### src/rtl/pwm_breathe_sequencer.sv
// Breathing/steady duty sequencer for a PWM datapath: produces a registered duty code
// that ramps between 0 and ref_duty with programmable step rate and peak/trough dwell.
module pwm_breathe_sequencer #(
    parameter int DUTY_W = 6,
    parameter int DIV_W  = 4
) (
    input  logic              clk,
    input  logic              rst_n,
    input  logic              ena,
    input  logic              enable_pwm,
    input  logic              breathe_en,
    input  logic [DUTY_W-1:0] ref_duty,
    input  logic [DIV_W-1:0]  step_div,
    input  logic [DIV_W-1:0]  hold_periods,
    input  logic              period_end,
    output logic [DUTY_W-1:0] duty,
    output logic              duty_load,
    output logic [2:0]        state
);

    typedef enum logic [2:0] {
        IDLE      = 3'd0,
        STEADY    = 3'd1,
        RAMP_UP   = 3'd2,
        HOLD_HIGH = 3'd3,
        RAMP_DOWN = 3'd4,
        HOLD_LOW  = 3'd5
    } state_t;

    state_t            state_q, state_d;
    logic [DUTY_W-1:0] duty_q, duty_d;
    logic [DIV_W-1:0]  pre_q, pre_d;
    logic [DIV_W-1:0]  hold_q, hold_d;
    logic              load_q;
    logic              tick;

    assign tick = ena & period_end & enable_pwm;

    always_comb begin
        state_d = state_q;
        duty_d  = duty_q;
        pre_d   = pre_q;
        hold_d  = hold_q;
        if (ena && !enable_pwm) begin
            state_d = IDLE;
            duty_d  = '0;
            pre_d   = '0;
            hold_d  = '0;
        end else if (tick) begin
            case (state_q)
                IDLE: begin
                    if (breathe_en) begin
                        state_d = RAMP_UP;
                        duty_d  = '0;
                    end else begin
                        state_d = STEADY;
                        duty_d  = ref_duty;
                    end
                end
                STEADY: begin
                    if (breathe_en) state_d = RAMP_UP;
                    else            duty_d  = ref_duty;
                end
                default: begin
                    if (!breathe_en) begin
                        state_d = STEADY;
                        duty_d  = ref_duty;
                    end else begin
                        // >= rather than == so a live shrink of step_div/hold_periods
                        // below the running count fires at once instead of wrapping.
                        case (state_q)
                            RAMP_UP: begin
                                if (duty_q >= ref_duty) begin
                                    state_d = HOLD_HIGH;
                                    duty_d  = ref_duty;
                                end else if (pre_q >= step_div) begin
                                    pre_d  = '0;
                                    duty_d = duty_q + DUTY_W'(1);
                                    if (duty_q + DUTY_W'(1) == ref_duty) state_d = HOLD_HIGH;
                                end else begin
                                    pre_d = pre_q + DIV_W'(1);
                                end
                            end
                            HOLD_HIGH: begin
                                if (hold_q >= hold_periods) state_d = RAMP_DOWN;
                                else                        hold_d  = hold_q + DIV_W'(1);
                            end
                            RAMP_DOWN: begin
                                if (duty_q == '0) begin
                                    state_d = HOLD_LOW;
                                end else if (pre_q >= step_div) begin
                                    pre_d  = '0;
                                    duty_d = duty_q - DUTY_W'(1);
                                    if (duty_q == DUTY_W'(1)) state_d = HOLD_LOW;
                                end else begin
                                    pre_d = pre_q + DIV_W'(1);
                                end
                            end
                            HOLD_LOW: begin
                                if (hold_q >= hold_periods) state_d = RAMP_UP;
                                else                        hold_d  = hold_q + DIV_W'(1);
                            end
                            default: state_d = IDLE;
                        endcase
                    end
                end
            endcase
            if (state_d != state_q) begin
                pre_d  = '0;
                hold_d = '0;
            end
        end
    end

    always_ff @(posedge clk or negedge rst_n) begin
        if (!rst_n) begin
            state_q <= IDLE;
            duty_q  <= '0;
            pre_q   <= '0;
            hold_q  <= '0;
            load_q  <= 1'b0;
        end else begin
            state_q <= state_d;
            duty_q  <= duty_d;
            pre_q   <= pre_d;
            hold_q  <= hold_d;
            load_q  <= (duty_d != duty_q);
        end
    end

    assign duty      = duty_q;
    assign duty_load = load_q;
    assign state     = state_q;

endmodule

### config.mk
export PLATFORM = sky130hd
export DESIGN_NAME = pwm_breathe_sequencer
export DESIGN_NICKNAME = d
export VERILOG_FILES = /design/src/rtl/pwm_breathe_sequencer.sv
export SDC_FILE = /design/constraint.sdc
export NUM_CORES = 1
export LEC_CHECK = 0
export CAP_MARGIN = 0
export CORE_AREA = 2 2 67 75
export DETAILED_ROUTE_END_ITERATION = 7
export DIE_AREA = 0 0 69 77
export GPL_ROUTABILITY_DRIVEN = 0
export PLACE_DENSITY = 0.76
export SYNTH_ARGS = -nofsm -noshare
export SYNTH_HDL_FRONTEND = slang
export SYNTH_SLANG_ARGS = --single-unit
export TNS_END_PERCENT = 30
### constraint.sdc
create_clock -name clk -period 3.65 [get_ports clk]
set_input_delay 0.73 -clock clk [delete_from_list [all_inputs] [get_ports clk]]
set_output_delay 0.73 -clock clk [all_outputs]
set_load 0.05 [all_outputs]
======== Word level (Yosys, flattened, before mapping) ========
Cells that the tools add are included.
storage, ports and cells
  register bits ........................... 18
  bits of input ports ..................... 20
  output and inout port bits .............. 10
  word-level logic and storage cells ...... 83
cells by class
  add/sub/neg operators ................... 4
  order comparisons ....................... 3
  equal/unequal tests ..................... 13
  mux-type cells .......................... 44
  bitwise logic cells ..................... 2
  reduce and logical (&&, ||, !) cells .... 12
operators by type and width
  kind                                               number
  2-to-1 mux 4 bit                                   15
  2-to-1 mux 6 bit                                   9
  2-to-1 mux 3 bit                                   14
  case mux 6 bit (2 select lines)                    2
  case mux 3 bit (4 select lines)                    1
  adder 4 x 1 -> 4 bit (second input constant)       2
  >= comparator 4 bit                                2
  != test 4 bit (second input constant)              2
  case mux 4 bit (2 select lines)                    1
  adder 6 x 1 -> 6 bit (second input constant)       1
  == test 3 x 2 -> 1 bit (second input constant)     2
  == test 3 bit (second input constant)              2
  == test 6 x 1 -> 1 bit (second input constant)     1
  == test 6 bit                                      1
  >= comparator 6 bit                                1
  logical NOT 6 bit                                  1
  != test 6 bit                                      1
  case mux 3 bit (2 select lines)                    1
  AND reduction 6 bit                                1
  nonzero test 3 bit                                 2
  subtractor 6 x 1 -> 6 bit (second input constant)  1
  AND reduction 5 bit                                1
  nonzero test 4 bit                                 1
  OR reduction 2 bit                                 2
  other kinds (10)                                   11

======== Depth between registers and ports, before layout ========
Gate-level depths: netlist (run 1).
  word-level depth ........................ 14
  depth in mapped cells ................... 11
  depth with buffers taken out ............ 10

======== Worst setup path after synthesis (run 1) ========
Ideal clock, no wire load.
  kind .................................... register to register
  start ................................... register duty_q[0], in the netlist duty[0]
  end ..................................... register load_q, in the netlist duty_load
  library setup time ...................... 0.138 ns
  data arrival time ....................... 2.872 ns
  required time ........................... 3.512 ns
  slack ................................... 0.641 ns
  stages on the path, launching flop included .. 11
  buffers on the path ..................... 0
  clock period less this slack ............ 3.009 ns
  cell sequence ........................... dfrtp_1 > inv_1 > ha_1 > nor2b_1 > o21ai_0 > a41oi_1 > o21ai_0 > o211ai_1 > o22ai_1 > nor4bb_1 > nand4_1
between the ends
  cells in the longest elaborated chain, start to end .. 9
  elaborated cells between the ends (all ways) .. 15
  those cells by class .................... 2 x add/sub; 1 x order compare; 1 x eq/ne; 10 x mux; 1 x reduce/logical
RTL lines
  what                                                               RTL line  RTL
  start: declaration                                                 31        logic [DUTY_W-1:0] duty_q, duty_d;
  start signal: assignment                                           124       duty_q <= duty_d;
  subtractor 6 x 1 -> 6 bit or adder 6 x 1 -> 6 bit (tied branches)  93, 78
  2-to-1 mux 6 bit (on tied branches)                                91, 76
  2-to-1 mux 6 bit (on tied branches)                                89, 73
  case mux 6 bit (2 select lines)                                    71        case (state_q)
  2-to-1 mux 6 bit                                                   65        if (!breathe_en) begin
  case mux 6 bit (2 select lines)                                    50        case (state_q)
  2-to-1 mux 6 bit                                                   49        end else if (tick) begin
  2-to-1 mux 6 bit                                                   44        if (ena && !enable_pwm) begin
  != test 6 bit *                                                    127       load_q <= (duty_d != duty_q);
  end signal: assignment                                             127
  end: declaration                                                   34        logic load_q;
Mark *: on every way between the ends. The rest lies on a longest branch, timed or not.
A chain may end at the register's enable or synchronous reset.

======== Worst setup path after layout (run 1) ========
  start ................................... input port ref_duty[4]
  end ..................................... register load_q, in the netlist duty_load
between the ends
  cells in the longest elaborated chain, start to end .. 8
  elaborated cells between the ends (all ways) .. 10
  those cells by class .................... 1 x order compare; 1 x eq/ne; 8 x mux
RTL lines
  what                               RTL line  RTL
  start: declaration                 12        input logic [DUTY_W-1:0] ref_duty,
  >= comparator 6 bit                73        if (duty_q >= ref_duty) begin
  2-to-1 mux 6 bit                   73
  case mux 6 bit (2 select lines)    71
  2-to-1 mux 6 bit                   65
  case mux 6 bit (2 select lines) *  50
  2-to-1 mux 6 bit *                 49
  2-to-1 mux 6 bit *                 44
  != test 6 bit *                    127
Marks and branches as above.

==> results of run 1 <==
[layer usage]
| metal | track usage | part of all wire | vias up |
|---|---|---|---|
| met3 | 0.0250 | 0.074 | 14 |
| li1 | - | - | 1159 |
| met4 | 0.0765 | 0.020 | 0 |
| met2 | 0.384 | 0.45 | 124 |
| met1 | 0.346 | 0.45 | 1082 |
| met5 | 0 | 0 | - |
[how the worst max path moves through the flow]
stage                      startpoint  slack [ns]   endpoint
final                     ref_duty[4]        0.24  duty_load
after global routing      ref_duty[4]        0.02  duty_load
after global placement    step_div[2]        0.05  duty_load
after floorplan               duty[0]        0.64  duty_load
after detailed placement  ref_duty[4]        0.06  duty_load
after CTS                 ref_duty[4]        0.32  duty_load
[area by class of cell]
class	instances	area share
clock buffers	4	0.0202
inverters	19	0.0262
multi-input cells	245	0.619
flip-flops and latches	18	0.166
well taps	56	0.0258
repair buffers	42	0.143
[placed cells by master, fill, tap and decap left out, types with 7 or more instances in the layout]
| cell | synthesis | routed |
|---|---|---|
| nand2_1 | 34 | 34 |
| buf_4 | 0 | 13 |
| xor2_1 | 7 | 7 |
| xnor2_1 | 8 | 8 |
| nor2b_1 | 7 | 7 |
| nor2_1 | 20 | 20 |
| nor3_1 | 15 | 15 |
| ha_1 | 20 | 20 |
| nand3_1 | 9 | 9 |
| o21ai_0 | 22 | 22 |
| inv_1 | 18 | 18 |
| clkdlybuf4s50_1 | 0 | 29 |
| dfrtp_1 | 18 | 18 |
| a21oi_1 | 10 | 10 |
[registers in the layout, summed over array words and instances (netlist names)]
| signal | flops |
|---|---|
| duty | 6 |
| duty_load | 1 |
| hold_q | 4 |
| pre_q | 4 |
| state | 3 |
[report_power, final]
group          leakage, uW  switching [uW]  internal [uW]
sequential        0.000244            25.8            213
clock            0.0000288            72.0           96.0
combinational     0.000891             204            139
total              0.00116             302            448
[repair_timing]
action                                  4_1_cts  5_1_grt
gates resized for setup                       0        1
endpoints found under the setup margin        0        1
hold buffers                                  0        0
[per-stage QoR]
stage	instance area, um2	std cells	setup slack, ns	hold slack [ns]	power [uW]
2_1_floorplan	2270	292	0.641	0.434	462
3_3_place_gp	2660	380	0.0522	0.526	576
3_5_place_dp	2660	380	0.0593	0.536	578
4_1_cts	2710	384	0.322	0.551	745
5_1_grt	2720	384	0.0186	0.566	799
6_report	2720	384	0.241	0.555	750
[cell families after synthesis]
group,after synthesis,synth area share
AO/OA/AOI/OAI,90,0.298
XOR/XNOR,15,0.0579
adder cells (fa/ha/maj),20,0.110
buffers and inverters,29,0.0617
flip-flops,18,0.198
multiplexers,4,0.0187
AND/OR/NAND/NOR,116,0.255
[cell usage after synthesis, drive strengths merged (4+ instances only)]
cell    instances  area (um2)
o21a            4        30.0
nand3           9        45.0
nand4           5        31.3
o311ai          4        35.0
clkbuf          6        52.6
xor2            7        61.3
a21o            4        30.0
nand2b          6        37.5
a211oi          4        42.5
o31ai           6        45.0
buf             4        16.3
ha             20         250
or3             4        26.3
o211ai          6        45.0
nor3           15        75.1
nor2b           7        43.8
a21oi          10        50.1
nand2          34         128
nor2           21        81.3
inv            18        67.6
xnor2           8        70.1
dfrtp          18         450
o21ai          23         115
==> summary.md, run 1 <==
| Metric | Value |
|---|---|
| Pleak | `0.00116 uW` |
| Die Area | `roughly 5300 um2` |
| Post-synth net total | `332` |
| Final Hold Viols | `0` |
| Status | `completed` |
| Share of cells above drive strength 1 | `0.0976` |
| CTS buffer count | `3` |
| TritonCTS clock tree | `yes` |
| Tightest Pin Transition | `approximately 0.87 ns` |
| Clock Tree Root | `clkbuf_8` |
| Routed len/inst | `16.3 um` |
| Power Density | `approximately 280 nW/um2` |
| # Post-CTS Setup Buffers | `0` |
| Worst r2r dst | `duty_load` |
| WL final | `about 6.2 mm` |
| Post-synth EDFFs | `0` |
| Peak VDD IR | `0.000200 V` |
| Most Frequent Cell on Critical Path | `a21o_1` |
| Vias | `2379` |
| Async set-reset flop share out of synthesis | `1.00` |
| Core area | `about 4600 um2` |
| Syn Inst Count | `around 290` |
| R2R Setup Slk | `0.62 ns` |
| Crit path DAT | `between 3 and 4 ns` |
| Hold WC Path Type | `reg -> reg` |
| FF/Latch Area | `450 um2` |
| Vias in the first global route | `around 2200` |
| Synthesis warning total | `0` |
| CP Cell Sequence | `clkdlybuf4s50_1 -> inv_1 -> ha_1 -> a21o_1 -> a21o_1 -> a41oi_1 -> buf_4 -> o21ai_0 -> o211ai_1 -> o22ai_1 -> nor4bb_1 -> nand4_1` |
| WHS Path Cells | `1` |
| Tcrit/Tclk final | `0.934` |
| FF-to-FF path depth | `10` |
| WP data required | `3.79 ns` |
| Fillers | `around 430` |
| Worst-path clk slew | `0.08 ns` |
| Drt drc | `0` |
| Final slew viol count | `0` |
| DR vias/cell | `6.20` |
| I/O pin cnt | `30` |
| Worst R2R Start | `duty[4]` |
| Final setup violation count | `0` |
| Clk_lat worst skew | `around 0.26 ns` |
| Die Height | `around 77 um` |
| RSZ-0062 raised after global routing | `false` |
| CP delay by family, top | `compound AO/OA/AOI/OAI gates` |
| Grt total ovfl | `0` |
| CP startpoint kind | `primary input` |
| Initial Utilization | `0.498` |
| Area grow syn2layout | `19.8%` |
| Critical path peak fanout | `10` |
| Post-DP HPWL | `roughly 4.7 mm` |
| Die width | `69 um` |
| HP Start | `pre_q[3]` |
| Synth Flop Type | `dfrtp_1` |
| Slew margin rel. | `0.418` |
| Number of cells on the critical path | `12` |
| Post-layout util | `0.597` |
| Fmax | `293 MHz` |
| CP Capture Type | `register` |
| Crit path kind | `in -> reg` |
| Core Rows | `26` |
| Post-layout net count | `369` |
| Multi-input logic area | `1680 um2` |
| Setup Skew | `about 0.008 ns` |
| Min cycle time layout | `3.41 ns` |
| IO Port Bufs | `29` |
| Routed Antenna Nets | `0` |
| CP max-delay cell | `clkdlybuf4s50_1` |
| Sequential cell area fraction in the yosys report | `0.198` |
| DR iter-0 viols | `around 200` |
| First-pass GRT wire length | `between 10 and 15 mm` |
| N_diodes | `0` |
| Buf+Inv Stages, Crit Path | `3` |
| DR pass1 iterations | `5` |
| Clk buf depth | `2` |
| H-tree levels | `1` |
| Hold Path End | `pre_q[3]` |
| Synth Area per Inst | `7.77 um2` |
| Initial antenna violation count | `0` |
| Number of max-cap violations | `0` |
| CP max stage delay | `between 0.5 and 0.6 ns` |
| Yosys reg bits | `18` |
| CTS Sinks | `18` |
| GRT Total Usage | `0.242` |
| Netlist cell types | `just over 60` |
| Synthesized area | `~2300 um2` |
| Setup_tns | `0 ns` |
| Pin count of the biggest net entering global routing | `19` |
(Power assumes the default switching activity.)
==> inputs of run 2 (changes only) <==
GPL_ROUTABILITY_DRIVEN = default   (was 0)
HOLD_SLACK_MARGIN = 0.15   (was default)
==> run 2 against run 1 <==
Cell area hardly changed. Maximum frequency rose by 0.97%. Combinational power about the same. Die area is the same. Non-clock buffer count up 1. Sequential share of layout area about the same. Wire length is 2.7% higher. Global-route usage grew 0.40 points.
==> summary.md, run 2 (synthesis gave the netlist of run 1 again) <==
| Metric | Value |
|---|---|
| Status | `completed` |
| Min cycle time layout | `3.38 ns (-0.0327 ns)` |
| Worst-path clk slew | `0.08 ns (about the same)` |
| Post-CTS Resized | `0 (unchanged)` |
| Power Density | `277 nW/um2 (+0.38%)` |
| Tcrit/Tclk final | `0.925 (-0.00895)` |
| TritonCTS clock tree | `yes` |
| Critical path peak fanout | `10 (unchanged)` |
| Commonest cells after routing, fill and taps aside | `nand2_1, clkdlybuf4s50_1, o21ai_0` |
| Die Height | `77 um (unchanged)` |
| Setup_tns | `0 ns (unchanged)` |
| Vias in the first global route | `2211 (-0.50%)` |
| Worst R2R Start | `duty[4]` |
| H-tree levels | `1 (unchanged)` |
| CP Capture Type | `register` |
| Clock Tree Root | `clkbuf_8` |
| FF-to-FF path depth | `10 (unchanged)` |
| Initial Utilization | `0.498 (unchanged)` |
| Share of cells above drive strength 1 | `0.0973 (-0.000297)` |
| Final Hold Viols | `0 (unchanged)` |
| DR vias/cell | `6.22 (+0.41%)` |
| Post-DP HPWL | `4.85 mm (+3.8%)` |
| Clk buf depth | `2 (unchanged)` |
| Clk_lat worst skew | `0.27 ns (about the same)` |
| Origin of the worst setup path | `ref_duty[4]` |
| Routed len/inst | `16.7 um (+2.5%)` |
| IO Port Bufs | `29 (unchanged)` |
| I/O pin cnt | `30 (unchanged)` |
| Final setup violation count | `0 (unchanged)` |
| Peak VDD IR | `0.000166 V (-17%)` |
| GP Congestion | `about 1.0` |
| Die width | `69 um (unchanged)` |
| Crit path kind | `in -> reg` |
| Pin count of the biggest net entering global routing | `19 (unchanged)` |
| Die Area | `5310 um2 (unchanged)` |
| Setup crit end | `duty_load` |
| Fillers | `423 (-1.9%)` |
| Core Rows | `26 (unchanged)` |
| Vias | `2395 (+0.67%)` |
| Placement Cell Area | `2670 um2 (+0.28%)` |
| DR iter-0 viols | `230 (+13%)` |
| Post-CTS Hold Buffers | `0 (unchanged)` |
| RSZ-0062 raised after global routing | `false` |
| Hold WC Path Type | `reg -> reg` |
| Slew margin rel. | `0.404 (-0.0142)` |
| Fmax | `296 MHz (+0.97%)` |
| Number of max-cap violations | `0 (unchanged)` |
| Drt drc | `0 (unchanged)` |
| Crit path DAT | `3.52 ns (-0.02 ns)` |
| Setup Skew | `0.0102 ns (+0.00199 ns)` |
| WP data required | `3.79 ns (about the same)` |
| Pleak | `0.00117 uW (+0.36%)` |
| Final slew viol count | `0 (unchanged)` |
| WL final | `6.41 mm (+2.7%)` |
| Grt total ovfl | `0 (unchanged)` |
| Final Cell Area | `2720 um2 (about the same)` |
| Worst r2r dst | `duty_load` |
| CTS buffer count | `3 (unchanged)` |
| Commonest non-fill, non-tap cell in the layout | `nand2_1` |
| Post-layout util | `0.598 (about the same)` |
| Initial antenna violation count | `0 (unchanged)` |
| CTS Sinks | `18 (unchanged)` |
| Worst hold slack | `0.550 ns (-0.00488 ns)` |
| DR pass1 iterations | `5 (unchanged)` |
| First-pass GRT wire length | `10.6 mm (-0.33%)` |
| R2R Setup Slk | `0.66 ns (+0.04 ns)` |
| # Post-CTS Setup Buffers | `0 (unchanged)` |
| Core area | `4550 um2 (unchanged)` |
| GRT Total Usage | `0.246 (+0.00399)` |
| CP startpoint kind | `primary input` |
| Area grow syn2layout | `19.9% (about the same)` |
| Tightest Pin Transition | `0.891 ns (+0.0213 ns)` |
| Max reg flops | `6 (unchanged)` |
| Post-layout net count | `370 (+0.27%)` |
| Routed Antenna Nets | `0 (unchanged)` |
| Total power | `754 uW (+0.47%)` |
| N_diodes | `0 (unchanged)` |
run 2: metrics by stage:
step | instances | setup WS, ns
final | 385 | 0.274
after global routing | 385 | 0.119
after CTS | 385 | 0.327
after detailed placement | 381 | 0.0514
after global placement | 381 | 0.0454
after floorplan | 292 | 0.641
run 2: final cells by class:
class / instances / area, um2 / area share
multi-input combinational: 245 / 1680 / 0.617
sequential: 18 / 450 / 0.166
timing repair buffer: 43 / 395 / 0.145
inverter: 19 / 71.3 / 0.0262
tap: 56 / 70.1 / 0.0257
clock buffer: 4 / 55.1 / 0.0202
run 2: power by group:
group / total, uW / switching [uW] / internal [uW]
combinational: 342 / 202 / 139
clock: 171 / 74.6 / 96.2
sequential: 241 / 27.7 / 213
run 2: worst min-delay path by stage:
stage / from / to / slack [ns] / cells after the start
6_report: pre_q[3] / pre_q[3] / 0.55 / 1
5_1_grt: pre_q[3] / pre_q[3] / 0.57 / 1
4_1_cts: pre_q[3] / pre_q[3] / 0.56 / 1
3_5_place_dp: pre_q[3] / pre_q[3] / 0.54 / 1
3_3_place_gp: pre_q[3] / pre_q[3] / 0.53 / 1
2_1_floorplan: rst_n / duty[0] / 0.43 / 0
run 2: per-layer routing:
metal  global-route usage  vias to the layer above  wire length (um)
li1                     -                     1163                 -
met1                0.326                     1092              2800
met2                0.413                      123              2920
met3               0.0237                       17               513
met4               0.0941                        0               184
met5                    0                        -                 0
run 2: worst max-delay path, cell delays in order:
cell             delay, ns
clkdlybuf4s50_1       0.52
inv_1                 0.10
ha_1                  0.33
a21o_1                0.18
a21o_1                0.18
a41oi_1               0.16
buf_4                 0.19
o21ai_0               0.09
o211ai_1              0.43
o22ai_1               0.15
nor4bb_1              0.32
nand4_1               0.12
